`config.mk`:
```
export PLATFORM = sky130hd
export DESIGN_NAME = mem_port_arbiter
export DESIGN_NICKNAME = d
export VERILOG_FILES = /design/src/rtl/mem_port_arbiter.sv
export SDC_FILE = /design/constraint.sdc
export NUM_CORES = 1
export LEC_CHECK = 0
export ABC_AREA = 1
export ABC_CLOCK_PERIOD_IN_PS = 2500
export BUFFER_PORTS_ARGS = -buffer_cell sky130_fd_sc_hd__buf_4
export CAP_MARGIN = 10
export CORE_UTILIZATION = 30
export CTS_BUF_LIST = sky130_fd_sc_hd__clkbuf_4 sky130_fd_sc_hd__clkbuf_8
export DETAILED_ROUTE_END_ITERATION = 8
export GPL_TIMING_DRIVEN = 0
export SETUP_SLACK_MARGIN = 0.05
export SLEW_MARGIN = 20
export SYNTH_ARGS = -nofsm -noshare
export SYNTH_HDL_FRONTEND = slang
export SYNTH_SLANG_ARGS = --single-unit
```
`constraint.sdc`:
```
create_clock -name clk -period 2.5 [get_ports clk]
set_input_delay 0.625 -clock clk [delete_from_list [all_inputs] [get_ports clk]]
set_output_delay 0.625 -clock clk [all_outputs]
set_load 0.1 [all_outputs]
```
`src/rtl/mem_port_arbiter.sv`:
```
// rtl/mem_port_arbiter.sv - fetch/load-store arbiter for a single-port unified RV32I memory
// Optional MEM_ARB_MISALIGN_CHK_EN: flag misaligned LH/LHU/SH/LW/SW as errors instead of forcing alignment.
module mem_port_arbiter #(
    parameter int NB_WORD = 32,
    parameter int NB_ADDR = 16
) (
    input  logic               clk,
    input  logic               rst_n,
    input  logic               if_req,
    input  logic [NB_ADDR-1:0] if_addr,
    output logic [NB_WORD-1:0] if_rdata,
    output logic               if_valid,
    output logic               if_stall,
    input  logic               dm_rd,
    input  logic               dm_wr,
    input  logic [2:0]         dm_funct3,
    input  logic [NB_ADDR-1:0] dm_addr,
    input  logic [NB_WORD-1:0] dm_wdata,
    output logic [NB_WORD-1:0] dm_rdata,
    output logic               dm_valid,
    output logic               dm_stall,
    output logic               dm_err,
    output logic               mem_en,
    output logic [3:0]         mem_we,
    output logic [NB_ADDR-3:0] mem_addr,
    output logic [NB_WORD-1:0] mem_wdata,
    input  logic [NB_WORD-1:0] mem_rdata
);

    typedef enum logic [1:0] {IDLE, ACCESS, RESP} state_t;

    state_t             r_state;
    state_t             w_state_nxt;
    logic               r_last_loser_fetch;
    logic [NB_ADDR-1:0] r_addr;
    logic [2:0]         r_funct3;
    logic [NB_WORD-1:0] r_wdata;
    logic               r_is_wr;
    logic               r_is_fetch;

    logic               w_dm_req;
    logic               w_grant_data;
    logic               w_grant_fetch;
    logic               w_illegal;
    logic               w_misalign;
    logic               w_err;
    logic [3:0]         w_we;
    logic [NB_WORD-1:0] w_wdata_rep;
    logic [7:0]         w_byte;
    logic [15:0]        w_half;
    logic [NB_WORD-1:0] w_load;
    logic               w_if_valid;
    logic               w_dm_valid;
    logic               w_dm_err;
    logic [NB_WORD-1:0] w_if_rdata;
    logic [NB_WORD-1:0] w_dm_rdata;

    assign w_dm_req = dm_rd | dm_wr;

    always_comb begin
        w_grant_data  = 1'b0;
        w_grant_fetch = 1'b0;
        if (r_state == IDLE) begin
            if (w_dm_req && if_req) begin
                w_grant_fetch = r_last_loser_fetch;
                w_grant_data  = ~r_last_loser_fetch;
            end else begin
                w_grant_data  = w_dm_req;
                w_grant_fetch = if_req;
            end
        end
    end

    always_ff @(posedge clk) begin
        if (!rst_n) begin
            r_state            <= IDLE;
            r_last_loser_fetch <= 1'b0;
            r_addr             <= '0;
            r_funct3           <= '0;
            r_wdata            <= '0;
            r_is_wr            <= 1'b0;
            r_is_fetch         <= 1'b0;
        end else begin
            r_state <= w_state_nxt;
            if (w_grant_data || w_grant_fetch) begin
                r_is_fetch <= w_grant_fetch;
                r_addr     <= w_grant_fetch ? if_addr : dm_addr;
                // Fetches reuse the LW path so RESP formatting passes the word untouched.
                r_funct3   <= w_grant_fetch ? 3'b010 : dm_funct3;
                r_wdata    <= dm_wdata;
                r_is_wr    <= w_grant_data & dm_wr;
                if (w_dm_req && if_req) begin
                    r_last_loser_fetch <= w_grant_data;
                end
            end
        end
    end

    always_comb begin
        w_illegal = 1'b0;
        if (r_is_wr) begin
            w_illegal = (r_funct3 > 3'b010);
        end else begin
            case (r_funct3)
                3'b000, 3'b001, 3'b010, 3'b100, 3'b101: w_illegal = 1'b0;
                default:                                 w_illegal = 1'b1;
            endcase
        end
    end

`ifdef MEM_ARB_MISALIGN_CHK_EN
    always_comb begin
        w_misalign = 1'b0;
        case (r_funct3[1:0])
            2'b01:   w_misalign = r_addr[0];
            2'b10:   w_misalign = |r_addr[1:0];
            default: w_misalign = 1'b0;
        endcase
    end
`else
    assign w_misalign = 1'b0;
`endif

    assign w_err = ~r_is_fetch & (w_illegal | w_misalign);

    always_comb begin
        w_we        = 4'b1111;
        w_wdata_rep = r_wdata;
        case (r_funct3[1:0])
            2'b00: begin
                w_we        = 4'b0001 << r_addr[1:0];
                w_wdata_rep = {4{r_wdata[7:0]}};
            end
            2'b01: begin
                w_we        = 4'b0011 << {r_addr[1], 1'b0};
                w_wdata_rep = {2{r_wdata[15:0]}};
            end
            default: begin
                w_we        = 4'b1111;
                w_wdata_rep = r_wdata;
            end
        endcase
    end

    always_comb begin
        case (r_addr[1:0])
            2'b00:   w_byte = mem_rdata[7:0];
            2'b01:   w_byte = mem_rdata[15:8];
            2'b10:   w_byte = mem_rdata[23:16];
            default: w_byte = mem_rdata[31:24];
        endcase
        w_half = r_addr[1] ? mem_rdata[31:16] : mem_rdata[15:0];
        case (r_funct3)
            3'b000:  w_load = {{(NB_WORD-8){w_byte[7]}}, w_byte};
            3'b100:  w_load = {{(NB_WORD-8){1'b0}}, w_byte};
            3'b001:  w_load = {{(NB_WORD-16){w_half[15]}}, w_half};
            3'b101:  w_load = {{(NB_WORD-16){1'b0}}, w_half};
            default: w_load = mem_rdata;
        endcase
    end

    always_comb begin
        w_state_nxt = r_state;
        mem_en      = 1'b0;
        mem_we      = 4'b0000;
        w_if_valid  = 1'b0;
        w_dm_valid  = 1'b0;
        w_dm_err    = 1'b0;
        w_if_rdata  = '0;
        w_dm_rdata  = '0;
        case (r_state)
            IDLE: begin
                if (w_grant_data || w_grant_fetch) begin
                    w_state_nxt = ACCESS;
                end
            end
            ACCESS: begin
                if (w_err) begin
                    w_dm_valid  = 1'b1;
                    w_dm_err    = 1'b1;
                    w_state_nxt = IDLE;
                end else if (r_is_wr) begin
                    mem_en      = 1'b1;
                    mem_we      = w_we;
                    w_dm_valid  = 1'b1;
                    w_state_nxt = IDLE;
                end else begin
                    mem_en      = 1'b1;
                    w_state_nxt = RESP;
                end
            end
            RESP: begin
                if (r_is_fetch) begin
                    w_if_valid = 1'b1;
                    w_if_rdata = mem_rdata;
                end else begin
                    w_dm_valid = 1'b1;
                    w_dm_rdata = w_load;
                end
                w_state_nxt = IDLE;
            end
            default: w_state_nxt = IDLE;
        endcase
    end

    // Responses are suppressed while reset is asserted; memory strobes are not.
    assign if_valid  = w_if_valid & rst_n;
    assign dm_valid  = w_dm_valid & rst_n;
    assign dm_err    = w_dm_err & rst_n;
    assign if_rdata  = w_if_rdata & {NB_WORD{rst_n}};
    assign dm_rdata  = w_dm_rdata & {NB_WORD{rst_n}};
    assign if_stall  = if_req & ~if_valid;
    assign dm_stall  = w_dm_req & ~dm_valid;
    assign mem_addr  = r_addr[NB_ADDR-1:2];
    assign mem_wdata = w_wdata_rep;

endmodule

```
==> results of run 1 <==
==> area by class of cell <==
cell class / count / area, um2 / share of cell area, %
plain buffers: 59 / 523 / 6.81
flip-flops and latches: 56 / 1130 / 14.8
clock inverters: 2 / 13.8 / 0.179
clock buffers: 6 / 76.3 / 0.994
repair buffers: 242 / 2440 / 31.8
inverters: 60 / 259 / 3.37
well taps: 172 / 215 / 2.80
multi-input cells: 494 / 3020 / 39.3
==> stage by stage <==
stage / util [%] / total power [mW] / cell area [um2] / hold WS [ns] / worst slack, ns
after global routing: 59.9 / 6.38 / 7680 / 0.522 / -0.0332
final: 59.9 / 6.09 / 7680 / 0.517 / 0.0406
after floorplan: - / 4.31 / 4670 / 0.462 / -0.328
after global placement: 51.1 / 5.16 / 6550 / 0.480 / -0.226
after detailed placement: 51.1 / 5.19 / 6550 / 0.487 / -0.240
after CTS: 57.3 / 5.97 / 7350 / 0.518 / -0.0861
==> power by group <==
part / total [mW] / internal (mW) / switching, mW
logic: 4.34 / 1.21 / 3.13
registers: 1.24 / 1.09 / 0.147
clock network: 0.515 / 0.212 / 0.303
total: 6.09 / 2.51 / 3.58
==> what timing repair did <==
action | 4_1_cts | 5_1_grt
pin swaps | 8 | 16
cloned | 2 | 0
setup buffers | 14 | 5
resized for setup | 164 | 96
endpoints found under the setup margin | 67 | 90
==> sequential cells by signal (all words and copies together) (netlist names) <==
register,cells
r_is_wr,1
r_last_loser_fetch,1
r_funct3,3
r_addr,16
r_is_fetch,1
r_state,2
r_wdata,32
==> worst min-delay path by stage <==
stage	startpoint	slack, ns	endpoint	depth (start not counted)
after global placement	r_wdata[17]	0.48	r_wdata[17]	2
after floorplan	r_wdata[17]	0.46	r_wdata[17]	2
after CTS	r_wdata[19]	0.52	r_wdata[19]	2
final	r_wdata[19]	0.52	r_wdata[19]	2
after global routing	dm_wdata[19]	0.52	r_wdata[19]	3
after detailed placement	r_wdata[19]	0.49	r_wdata[19]	2
==> worst max-delay path, cell delays in order (launching register included) <==
cell,delay [ns]
dfxtp_2,0.34
inv_2,0.07
ha_4,0.13
inv_4,0.03
nor3_4,0.17
buf_6,0.15
buf_6,0.11
buf_6,0.11
o21ai_2,0.06
nor3_4,0.15
buf_12,0.20
==> layout by cell type, fill, tap and decap left out, types with 2 or more instances in the layout <==
master and count:
o21ai_0 48, dfxtp_1 51, inv_1 50, a21oi_4 10, buf_6 54, buf_4 188
nand2_4 4, o21ai_4 3, nand3_1 10, clkbuf_8 5, nand2_8 2, a21oi_2 2
o21ai_1 30, a21oi_1 21, nand3_2 2, nor2_4 58, clkbuf_2 2, dfxtp_2 3
buf_12 39, inv_2 3, dfxtp_4 2, nor2_1 111, buf_2 2, inv_4 4
buf_8 4, o21ai_2 15, o211ai_1 2, clkbuf_4 5, nand2_2 7, nand2_1 145
clkbuf_1 7, nor3_4 11, nor2_2 4, ha_1 2
==> logic make-up (layout without fill, tap and decap cells) <==
group / Yosys count / in the layout
AO/OA/AOI/OAI: 135 / 135
adder cells (fa/ha/maj): 3 / 3
buffers and inverters: 120 / 369
flip-flops: 56 / 56
AND/OR/NAND/NOR: 356 / 356
==> per-layer routing <==
metal | vias to the layer above | track usage, % | wire length (um)
met3 | 22 | 5.33 | 1130
met4 | 0 | 6.09 | 261
met2 | 217 | 41.8 | 8430
met1 | 2370 | 27.8 | 6810
li1 | 2581 | - | -
met5 | - | 0 | 0
==> impl_results.md, run 1 <==
- Ys async rst share: 0%
- Detailed Place HPWL: between 10 and 15 mm
- Sink Count: 56
- FF-to-FF path depth: 9
- Avg Synthesized Cell Area: 5.97 um2
- Leakage: ~3.6 nW
- Worst Setup Path Type: flip-flop to output port
- Register area share after synthesis: roughly 28%
- Synth area leaders: dfxtp_1 (28%), nor2_1 (15%), nand2_1 (14%), o21ai_0 (11%), inv_1 (5.2%)
- Worst-margin pin slew: roughly 0.46 ns
- Max Clock Skew: 0.0142 ns
- Gr ovfl total: 0
- Row count: a little over 40
- Pwr/cell area: ~790 nW/um2
- Synth warn: 0
- Vias in the first global route: between 5,000 and 6,000
- Via count: ~5,200
- Layout Nets: just over 1,000
- Total GRT Usage: a little under a quarter
- Post-synth top area cell: dfxtp_1
- Initial antenna violation count: 0
- CTS buffer count: 5
- Port Buf Inserts: 222
- Chip Height: between 100 and 150 um
- CP endpoint kind: output port
- Final Hold Fails: 0
- Post-synth EDFFs: 0
- Share of cells above drive strength 1: a little under half
- CTS Hold Buffers Added: 0
- FF+latch count, synth: 56
- Reg-to-Reg End: r_addr[7]
- Fin crit share: 98.4%
- Clock latency on the worst-skew pair: 0.31 ns
- Status: complete, no violations
- Multiplexer share of the synthesized area: 0%
- Post-Layout Cell Count: 1,091
- Fmax: between 400 and 500 MHz
- Largest family of logic cells by synthesized area: simple AND/OR/NAND/NOR gates
- Post-DR wirelength/cell: ~15 um
- RSZ-0062 raised after global routing: yes
- R2R Path Start: r_state[0]
- Fin. max-slew vios: 0
- Post-synth cell types: 30
- Mapped Cells: 670
- Die area: between 10,000 and 15,000 um2
- H-tree Lvls: 2
- Maximum VDD drop: ~0.00065 V
- Setup violators final: 0
- Router iterations before antenna repair: 5
- RePlAce Congestion: around 0.9
- CP startpoint: r_state[0]
- Max Cap Violations: 0
- First-pass GRT wire length: approximately 26 mm
- Post-route DRC: 0
- Drt total wl: 16.6 mm
- Xor/xnor share of the synthesized area: 0%
- DR vias/cell: around 4.8
- I/O pin total: 224
- Setup crit start kind: flip-flop
- Synth Area in Compound Gates: 17.9%
- Largest net degree at the start of global routing: 18
- Post-Syn Nets: 777
- Max_slew headroom: a little over two thirds
- Placed instance count: roughly 1,100
- Area share of the largest cell type after synthesis: between 20% and 30%
- Core area: between 10,000 and 15,000 um2
- Ant. Diodes: 0
- Fin crit period: 2.46 ns
- Crit path DAT: 1.83 ns
- Antenna Violating Nets Remaining: 0
- Clk Tree Root Cell: clkbuf_8
- Area grow syn2layout: 91.8%
- Initial DRC count: ~290
- Clock buffer depth: 2
- Worst path required time: around 1.9 ns
- Commonest cells post-synth: nor2_1 (156), nand2_1 (150), o21ai_0 (89)
- Hold Crit Class: flip-flop to flip-flop
- Most frequent cell after synthesis: nor2_1
- Top_reg_cell synth: dfxtp_1
- TritonCTS clock tree: built
- Cell area after synthesis: between 4000 and 5000 um2
- CP Max Fanout: 4
- R2R setup slack: approximately 0.67 ns
- Initial Util: 31.2%
- Setup TNS: 0 ns
- Simple-gate share of the synthesized area: 37.1%
- Post-synthesis adder-cell area fraction: less than 1%
- CP endpoint: dm_rdata[2]
- Fill cell count: between 1,000 and 1,500
- Reg clk slew, reported paths: roughly 0.10 ns
- Die width: between 100 and 150 um
No activity file was read; power rests on OpenSTA's default activity.
==> run 2: changes to the inputs <==
--- a/config.mk
+++ b/config.mk
@@ -9,10 +9,11 @@
 export ABC_CLOCK_PERIOD_IN_PS = 2500
 export BUFFER_PORTS_ARGS = -buffer_cell sky130_fd_sc_hd__buf_4
 export CAP_MARGIN = 10
-export CORE_UTILIZATION = 30
+export CORE_UTILIZATION = 50
 export CTS_BUF_LIST = sky130_fd_sc_hd__clkbuf_4 sky130_fd_sc_hd__clkbuf_8
 export DETAILED_ROUTE_END_ITERATION = 8
 export GPL_TIMING_DRIVEN = 0
+export PLACE_DENSITY = 0.89
 export SETUP_SLACK_MARGIN = 0.05
 export SLEW_MARGIN = 20
 export SYNTH_ARGS = -nofsm -noshare
==> run 2 against run 1 <==
The flow now stops in global routing (5_1_grt). Synthesized area is the same. Synthesized cell count is the same.
==> impl_results.md, run 2 <==
- Cell area after synthesis: 4000 um2 (unchanged)
- Commonest cells post-synth: nor2_1 (156), nand2_1 (150), o21ai_0 (89) (unchanged)
- Worst EP kind: output port
- RePlAce Congestion: 0.910 (was 0.914)
- Register area share after synthesis: 28.0% (unchanged)
- FF+latch count, synth: 56 (unchanged)
- Initial Util: 51.8% (was 31.2%)
- Gr ovfl total: 720
- Detailed Place HPWL: 12.1 mm (was 13.0 mm)
- Last stage reached: global routing (5_1_grt)
- Post-synth EDFFs: 0 (unchanged)
- I/O pin total: 224 (unchanged)
- Row count: 32 (was 41)
- Area post-placement: 6460 um2 (was 6550 um2)
- Port Buf Inserts: 222 (unchanged)
- Clk Tree Root Cell: clkbuf_8 (unchanged)
- Total GRT Usage: just under 100%
- Status: did not finish (was complete, no violations)
- Error: [ERROR GRT-0232] Routing congestion too high. Check the congestion heatmap in the GUI.
- Largest net degree at the start of global routing: 20
- Area share of the largest cell type after synthesis: 28.0% (unchanged)
- H-tree Lvls: 2 (unchanged)
- Post-synth top area cell: dfxtp_1 (unchanged)
- Synth area leaders: dfxtp_1 (28%), nor2_1 (15%), nand2_1 (14%), o21ai_0 (11%), inv_1 (5.2%) (unchanged)
- Avg Synthesized Cell Area: 5.97 um2 (unchanged)
- Ys async rst share: 0% (unchanged)
- Top_reg_cell synth: dfxtp_1 (unchanged)
- Post-Syn Nets: 777 (unchanged)
- CTS buffer count: 5 (unchanged)
- Die width: 91.5 um (was 118 um)
- Chip Height: 91.5 um (was 118 um)
- Sink Count: 56 (unchanged)
- Worst EP post-GRT repair: dm_rdata[13]
- Synth warn: 0 (unchanged)
- Post-synth cell types: 30 (unchanged)
- Clock buffer depth: 2 (unchanged)
- Mapped Cells: 670 (unchanged)
- Most frequent cell after synthesis: nor2_1 (unchanged)
-- run 2: cell counts after synthesis --
Identical to the previous run, type by type.
-- run 2: per-stage QoR --
step	worst slack (ns)	utilization [%]	cells
global placement	-0.144	83.6	994
CTS	0.00513	93.1	1015
detailed placement	-0.182	83.6	994
floorplan	-0.328	-	670
-- run 2: cell families after synthesis --
logic type | share of synthesized area (%)
AO/OA/AOI/OAI | 17.9
adder cells (fa/ha/maj) | 0.938
AND/OR/NAND/NOR | 37.1
flip-flops | 28.0
buffers and inverters | 16.0
-- run 2: metal layers --
metal / GRT usage [%] / GRT overflow
met1: 85.0 / 3
met2: 133 / 557
met3: 63.7 / 2
met4: 114 / 158
met5: 7.69 / 0
-- run 2: what timing repair did --
action | 4_1_cts
hold buffers | 0
pin swaps | 9
gates resized for setup | 140
cloned | 1
endpoints found under the setup margin | 63
buffers inserted | 12
==> run 3: changes to the inputs <==
--- a/config.mk
+++ b/config.mk
@@ -9,12 +9,10 @@
 export ABC_CLOCK_PERIOD_IN_PS = 2500
 export BUFFER_PORTS_ARGS = -buffer_cell sky130_fd_sc_hd__buf_4
 export CAP_MARGIN = 10
-export CORE_UTILIZATION = 50
-export CTS_BUF_LIST = sky130_fd_sc_hd__clkbuf_4 sky130_fd_sc_hd__clkbuf_8
+export CORE_UTILIZATION = 40
 export DETAILED_ROUTE_END_ITERATION = 8
 export GPL_TIMING_DRIVEN = 0
-export PLACE_DENSITY = 0.89
-export SETUP_SLACK_MARGIN = 0.05
+export PLACE_DENSITY_LB_ADDON = 0.15
 export SLEW_MARGIN = 20
 export SYNTH_ARGS = -nofsm -noshare
 export SYNTH_HDL_FRONTEND = slang
==> run 3 against run 2 <==
The flow now finishes, with violations (negative setup slack).
==> impl_results.md, run 3 (synthesized netlist as in run 1, its figures left out) <==
- Worst Setup Path Type: flip-flop to output port
- PnR worst setup slack: -0.00364 ns
- Post-DR wirelength/cell: ~16 um
- Clock Power Share: under 10%
- Switching Share: between 50% and 60%
- Area post-placement: 6420 um2 (was 6460 um2)
- Clock buffer depth: 2 (unchanged)
- Crit path DAT: ~1.9 ns
- P_int: around 2.5 mW
- Initial Util: 41.1% (was 51.8%)
- Fin. max-slew vios: 0
- RePlAce Congestion: 0.879 (was 0.910)
- CTS buffer count: 5 (unchanged)
- Status: finished, violations left (was did not finish)
- Sequential Power Share: roughly 20%
- Final Power: 6.05 mW
- Most frequent cells in the layout: buf_4 (220), nand2_1 (145), nor2_1 (113), o21ai_0 (58), nor2_4 (53)
- Pwr/cell area: approximately 830 nW/um2
- Hold Crit Class: input pin to flip-flop
- Chip Height: 102 um (was 91.5 um)
- Commonest non-fill, non-tap cell in the layout: buf_4
- Fin crit period: roughly 2.5 ns
- Router iterations before antenna repair: 5
- Area grow syn2layout: 81.9%
- TritonCTS clock tree: built
- Drt total wl: about 17 mm
- Post-route DRC: 0
- Max reg flops: 32
- Max_slew headroom: between 60% and 70%
- Ant. Diodes: 0
- Setup crit start kind: flip-flop
- Fmax: 399 MHz
- Via count: approximately 5,400
- Max Cap Violations: 0
- Largest reg by FF count: r_wdata
- Detailed Place HPWL: 11.6 mm (was 12.1 mm)
- Setup violators final: 1
- Port Buf Inserts: 222 (unchanged)
- Clock latency on the worst-skew pair: just over 0.3 ns
- Max Clock Skew: between 0.01 and 0.015 ns
- Setup TNS: -0.00364 ns
- Reg clk slew, reported paths: 0.12 ns
- Hold slack: around 0.52 ns
- Total GRT Usage: 29.3%
- Largest registers: r_wdata (32), r_addr (16), r_funct3 (3)
- Finished Cell Area: between 7000 and 8000 um2
- Share of cells above drive strength 1: between 40 and 50%
- Gr ovfl total: 0
- CP Max Fanout: 10
- CP endpoint kind: output port
- DR vias/cell: ~5
- Net Switching: 3.60 mW
- Maximum VDD drop: 0.000613 V
- CTS Hold Buffers Added: 0 (unchanged)
- Util after Layout: between 70 and 80%
- Core area: a little under 10,000 um2
- I/O pin total: 224 (unchanged)
- Final Hold Fails: 0
- Worst path required time: between 1.5 and 2 ns
- First-pass GRT wire length: 24.2 mm
- Fin crit share: 100%
- RSZ-0062 raised after global routing: yes
- Vias in the first global route: roughly 5,000
- Sink Count: 56 (unchanged)
- Worst-margin pin slew: 0.490 ns
- H-tree Lvls: 2 (unchanged)
- Leakage: roughly 3.5 nW
- Clk Tree Root Cell: clkbuf_8 (unchanged)
- Die area: between 10,000 and 15,000 um2
- Largest net degree at the start of global routing: 21
- Combinational power share: between 70% and 80%
- Initial antenna violation count: 0
- Layout Nets: a little over 1,000
- Antenna Violating Nets Remaining: 0
- Initial DRC count: about 270
- Failing checks: negative setup slack
- Row count: 36 (was 32)
- Die width: 102 um (was 91.5 um)
==> run 3: what timing repair did <==
action / in CTS / in global routing
setup endpoints to repair: 82 / 59
buffers inserted: 12 / 5
resized for setup: 104 / 73
gates cloned: 1 / 1
pin swaps: 6 / 7
==> run 3: final timing paths <==
path / end / slack, ns / depth (start not counted) / startpoint
setup / recovery: dm_rdata[31] / -0.004 / 6 / r_funct3[1]
hold / removal: r_wdata[20] / 0.52 / 3 / dm_wdata[20]
setup reg to reg: r_addr[2] / 0.68 / 9 / r_state[0]
hold reg to reg: r_wdata[19] / 0.52 / 2 / r_wdata[19]
==> run 3: critical path, stage by stage (launching register included) <==
cell and delay (ns):
dfxtp_2 0.34, buf_6 0.14, clkinv_8 0.09, clkbuf_2 0.24, o21ai_0 0.46, nor2_4 0.09, buf_12 0.18
==> run 3: power groups by stage <==
stage	Clock (mW)	Sequential [mW]	Combinational [mW]
after CTS	0.560	1.22	4.08
after floorplan	0	1.19	3.10
after global routing	0.593	1.25	4.49
after detailed placement	0	1.23	3.92
after global placement	0	1.22	3.87
final	0.545	1.23	4.28
==> run 3: area by class of cell <==
| class | instances | area (um2) |
|---|---|---|
| Buffer | 60 | 482 |
| Sequential cell | 56 | 1130 |
| Clock buffer | 5 | 68.8 |
| Inverter | 60 | 243 |
| Tap cell | 133 | 166 |
| Timing Repair Buffer | 241 | 2210 |
| Clock inverter | 3 | 28.8 |
| Multi-Input combinational cell | 494 | 2960 |
| Fill cell | 724 | 2450 |
==> run 3: per-stage QoR <==
stage | setup WS, ns | cells
after floorplan | -0.350 | 670
after global placement | -0.189 | 1025
after detailed placement | -0.275 | 1025
after CTS | -0.0159 | 1046
after global routing | -0.0697 | 1052
final | -0.00364 | 1052
==> run 3: metal layers <==
| layer | up-vias | part of all wire (%) | GRT usage (%) | wire length (um) |
|---|---|---|---|---|
| met3 | 47 | 7.7 | 5.54 | 1280 |
| met1 | 2490 | 38 | 33.0 | 6220 |
| met2 | 253 | 51 | 53.5 | 8470 |
| met5 | - | 0 | 0 | 0 |
| met4 | 0 | 3.3 | 13.3 | 552 |
| li1 | 2577 | - | - | - |
==> run 4: changes to the inputs <==
==> constraint.sdc (replaced) <==
create_clock -name clk -period 2.5 [get_ports clk]
set_input_delay 0.5 -clock clk [delete_from_list [all_inputs] [get_ports clk]]
set_output_delay 0.5 -clock clk [all_outputs]
set_load 0.1 [all_outputs]
==> run 4 against run 3 <==
The flow now finishes without violations. Sequential cell count unchanged. Clock power up 16%. Die area unchanged. Core utilization down 3.9 points. Total power down 2.2%. Critical path depth up 1. Global-route usage down 2.1 points. Final area down 5.2%. Clock skew down 0.0035 ns. Setup slack better by 0.011 ns. Non-clock buffer count down 14. Critical path type unchanged. Critical endpoint is now dm_rdata[25].
==> impl_results.md, run 4 (synthesized netlist as in run 1, its figures left out) <==
- Antenna Violating Nets Remaining: 0 (unchanged)
- Worst Setup Path Type: flip-flop to output port (unchanged)
- Initial Util: 41.1% (unchanged)
- Ant. Diodes: 0 (unchanged)
- Largest registers: r_wdata (32), r_addr (16), r_funct3 (3) (unchanged)
- Fin. max-slew vios: 0 (unchanged)
- Fill cell count: 789 (was 724)
- Worst-margin pin slew: 0.476 ns (was 0.490 ns)
- Final Power: 5.92 mW (was 6.05 mW)
- Area grow syn2layout: 72.4% (was 81.9%)
- RSZ-0062 raised after global routing: yes (unchanged)
- Layout Nets: 1,011 (was 1,025)
- Max Clock Skew: 0.00707 ns (was 0.0106 ns)
- Net Switching: 3.47 mW (was 3.60 mW)
- Setup crit start kind: flip-flop (unchanged)
- HP Start: dm_wdata[17] (was dm_wdata[20])
- P_int: 2.44 mW (was 2.45 mW)
- Maximum VDD drop: 0.000585 V (was 0.000613 V)
- Max Cap Violations: 0 (unchanged)
- FF-to-FF path depth: 9 (unchanged)
- Via count: 5,228 (was 5,367)
- Fin crit share: 99.7% (was 100%)
- Fmax: 401 MHz (was 399 MHz)
- Util after Layout: 70.9% (was 74.8%)
- Delay-heaviest family, CP: buffers and inverters (unchanged)
- Placed instance count: 1,025 (unchanged)
- Combinational power share: 68.7% (was 70.7%)
- Met2 WL post-DR: 7.83 mm (was 8.47 mm)
- Detailed Place HPWL: 11.7 mm (was 11.6 mm)
- Post-Layout Cell Count: 1,038 (was 1,052)
- Hold endpoint: r_wdata[17] (was r_wdata[20])
- Clk Tree Root Cell: clkbuf_8 (unchanged)
- Router iterations before antenna repair: 5 (unchanged)
- Post-DR wirelength/cell: 15.1 um (was 15.7 um)
- Sequential Power Share: 20.6% (was 20.3%)
- Total GRT Usage: 27.3% (was 29.3%)
- Core area: 9730 um2 (unchanged)
- Hold path depth: 3 (unchanged)
- Max reg flops: 32 (unchanged)
- Port Buf Inserts: 222 (unchanged)
- Die width: 102 um (unchanged)
- Die area: 10,400 um2 (unchanged)
- Post-route DRC: 0 (unchanged)
- Gr ovfl total: 0 (unchanged)
- Hold slack: 0.402 ns (was 0.515 ns)
- Max_slew headroom: 68.3% (was 67.0%)
- Initial DRC count: 228 (was 273)
- Setup violators final: 0 (was 1)
- Chip Height: 102 um (unchanged)
- R2R Path Start: r_state[1] (was r_state[0])
- Clock Power Share: 10.7% (was 9.0%)
- Initial antenna violation count: 0 (unchanged)
- CP Max Fanout: 10 (unchanged)
- Critical-path cell list: buf_6, inv_4, nand2_1, clkbuf_2, o21ai_0, nor2_4, buf_12 (was buf_6, clkinv_8, clkbuf_2, o21ai_0, nor2_4, buf_12)
- Crit path DAT: 1.99 ns (was 1.88 ns)
- CTS Hold Buffers Added: 0 (unchanged)
- Slowest CP cell: dfxtp_1 (was o21ai_0)
- Drt total wl: 15.7 mm (was 16.5 mm)
- Metal1 wirelength: 5.88 mm (was 6.22 mm)
- Row count: 36 (unchanged)
- Switching Share: 58.7% (was 59.4%)
- TritonCTS clock tree: built (unchanged)
- Top layer in use: met4 (unchanged)
- DR vias/cell: 5.04 (was 5.10)
- Clock buffer depth: 2 (unchanged)
- Fin crit period: 2.49 ns (was 2.50 ns)
- Pwr/cell area: 857 nW/um2 (was 831 nW/um2)
- Vias in the first global route: 4,776 (was 5,096)
- Met3 wire length: 1.40 mm (was 1.28 mm)
- Clock latency on the worst-skew pair: 0.31 ns (about the same)
- R2R setup slack: 0.72 ns (was 0.68 ns)
- I/O pin total: 224 (unchanged)
- Hold Crit Class: input pin to flip-flop (unchanged)
- CP endpoint kind: output port (unchanged)
- Reg-to-Reg End: r_wdata[5] (was r_addr[2])
- CTS buffer count: 5 (unchanged)
- Leakage: 3.38 nW (was 3.50 nW)
- Slowest cell delay on critical path: 0.34 ns (was 0.46 ns)
- Share of cells above drive strength 1: 43.0% (was 47.9%)
- First-pass GRT wire length: 22.3 mm (was 24.2 mm)
- Final Hold Fails: 0 (unchanged)
- H-tree Lvls: 2 (unchanged)
- Worst path required time: 2.00 ns (was 1.88 ns)
- RePlAce Congestion: 0.972 (was 0.879)
- WP buf/inv: 4 (unchanged)
- Sink Count: 56 (unchanged)
- Largest reg by FF count: r_wdata (unchanged)
- Commonest non-fill, non-tap cell in the layout: buf_4 (unchanged)
- Reg clk slew, reported paths: 0.11 ns (was 0.12 ns)
- Status: complete, no violations (was finished, violations left)
- Most frequent cells in the layout: buf_4 (223), nand2_1 (149), nor2_1 (121), o21ai_0 (81), dfxtp_1 (54) (was buf_4 (220), nand2_1 (145), nor2_1 (113), o21ai_0 (58), nor2_4 (53))
- Largest net degree at the start of global routing: 20 (was 21)
run 4: cell count changes in the layout (fill, tap and decap cells not counted), sizes merged:
cell / previous run / this run
buf: 287 / 272
clkbuf: 19 / 20
clkinv: 1 / 0
bufinv: 0 / 1
run 4: worst min-delay path, delay by kind of cell:
kind                   cells  cell delay (ns)
buffers and inverters      1             0.08
AND/OR/NAND/NOR            2             0.11
run 4: worst max path at each step:
stage | start | endpoint | slack, ns | cells after the start
6_report | r_funct3[1] | dm_rdata[25] | 0.007 | 7
5_1_grt | r_funct3[1] | dm_rdata[25] | -0.10 | 7
4_1_cts | r_funct3[1] | mem_wdata[25] | 0.004 | 8
3_5_place_dp | mem_rdata[31] | dm_rdata[23] | 0.04 | 9
3_3_place_gp | mem_rdata[31] | dm_rdata[23] | 0.06 | 9
2_1_floorplan | r_addr[0] | dm_rdata[15] | -0.38 | 8
run 4: per-stage QoR:
stage | setup TNS, ns | area (um2) | setup slack [ns]
detailed placement | 0 | 6380 | 0.0412
CTS | 0 | 6580 | 0.00420
global route | -0.645 | 6900 | -0.104
floorplan | -4.86 | 4550 | -0.379
global placement | 0 | 6380 | 0.0630
finish | 0 | 6900 | 0.00713
run 4: routing by layer:
layer	GRT usage (%)	up-vias
met5	0	-
li1	-	2537
met3	4.65	47
met4	13.0	0
met2	48.8	264
met1	31.5	2380
run 4: cell type report:
| cell class | count | area (um2) | share of cell area (%) |
|---|---|---|---|
| inverter | 60 | 230 | 3.34 |
| multi-input combinational | 494 | 2780 | 40.2 |
| clock inverter | 3 | 50.0 | 0.725 |
| clock buffer | 5 | 68.8 | 0.997 |
| sequential | 56 | 1120 | 16.3 |
| tap | 133 | 166 | 2.41 |
| timing repair buffer | 227 | 1990 | 28.9 |
| buffer | 60 | 489 | 7.09 |
run 4: timing repair:
action | CTS | global route
gates cloned | 0 | 1
pin swaps | 2 | 6
setup endpoints to repair | 38 | 53
buffers inserted | 4 | 0
resized for setup | 17 | 88
run 4: power by group through the flow:
stage | clock, mW | combinational [mW] | sequential, mW
after CTS | 0.642 | 3.94 | 1.21
after global placement | 0 | 3.85 | 1.22
after global routing | 0.678 | 4.27 | 1.25
after floorplan | 0 | 3.07 | 1.19
after detailed placement | 0 | 3.89 | 1.23
final | 0.631 | 4.06 | 1.22
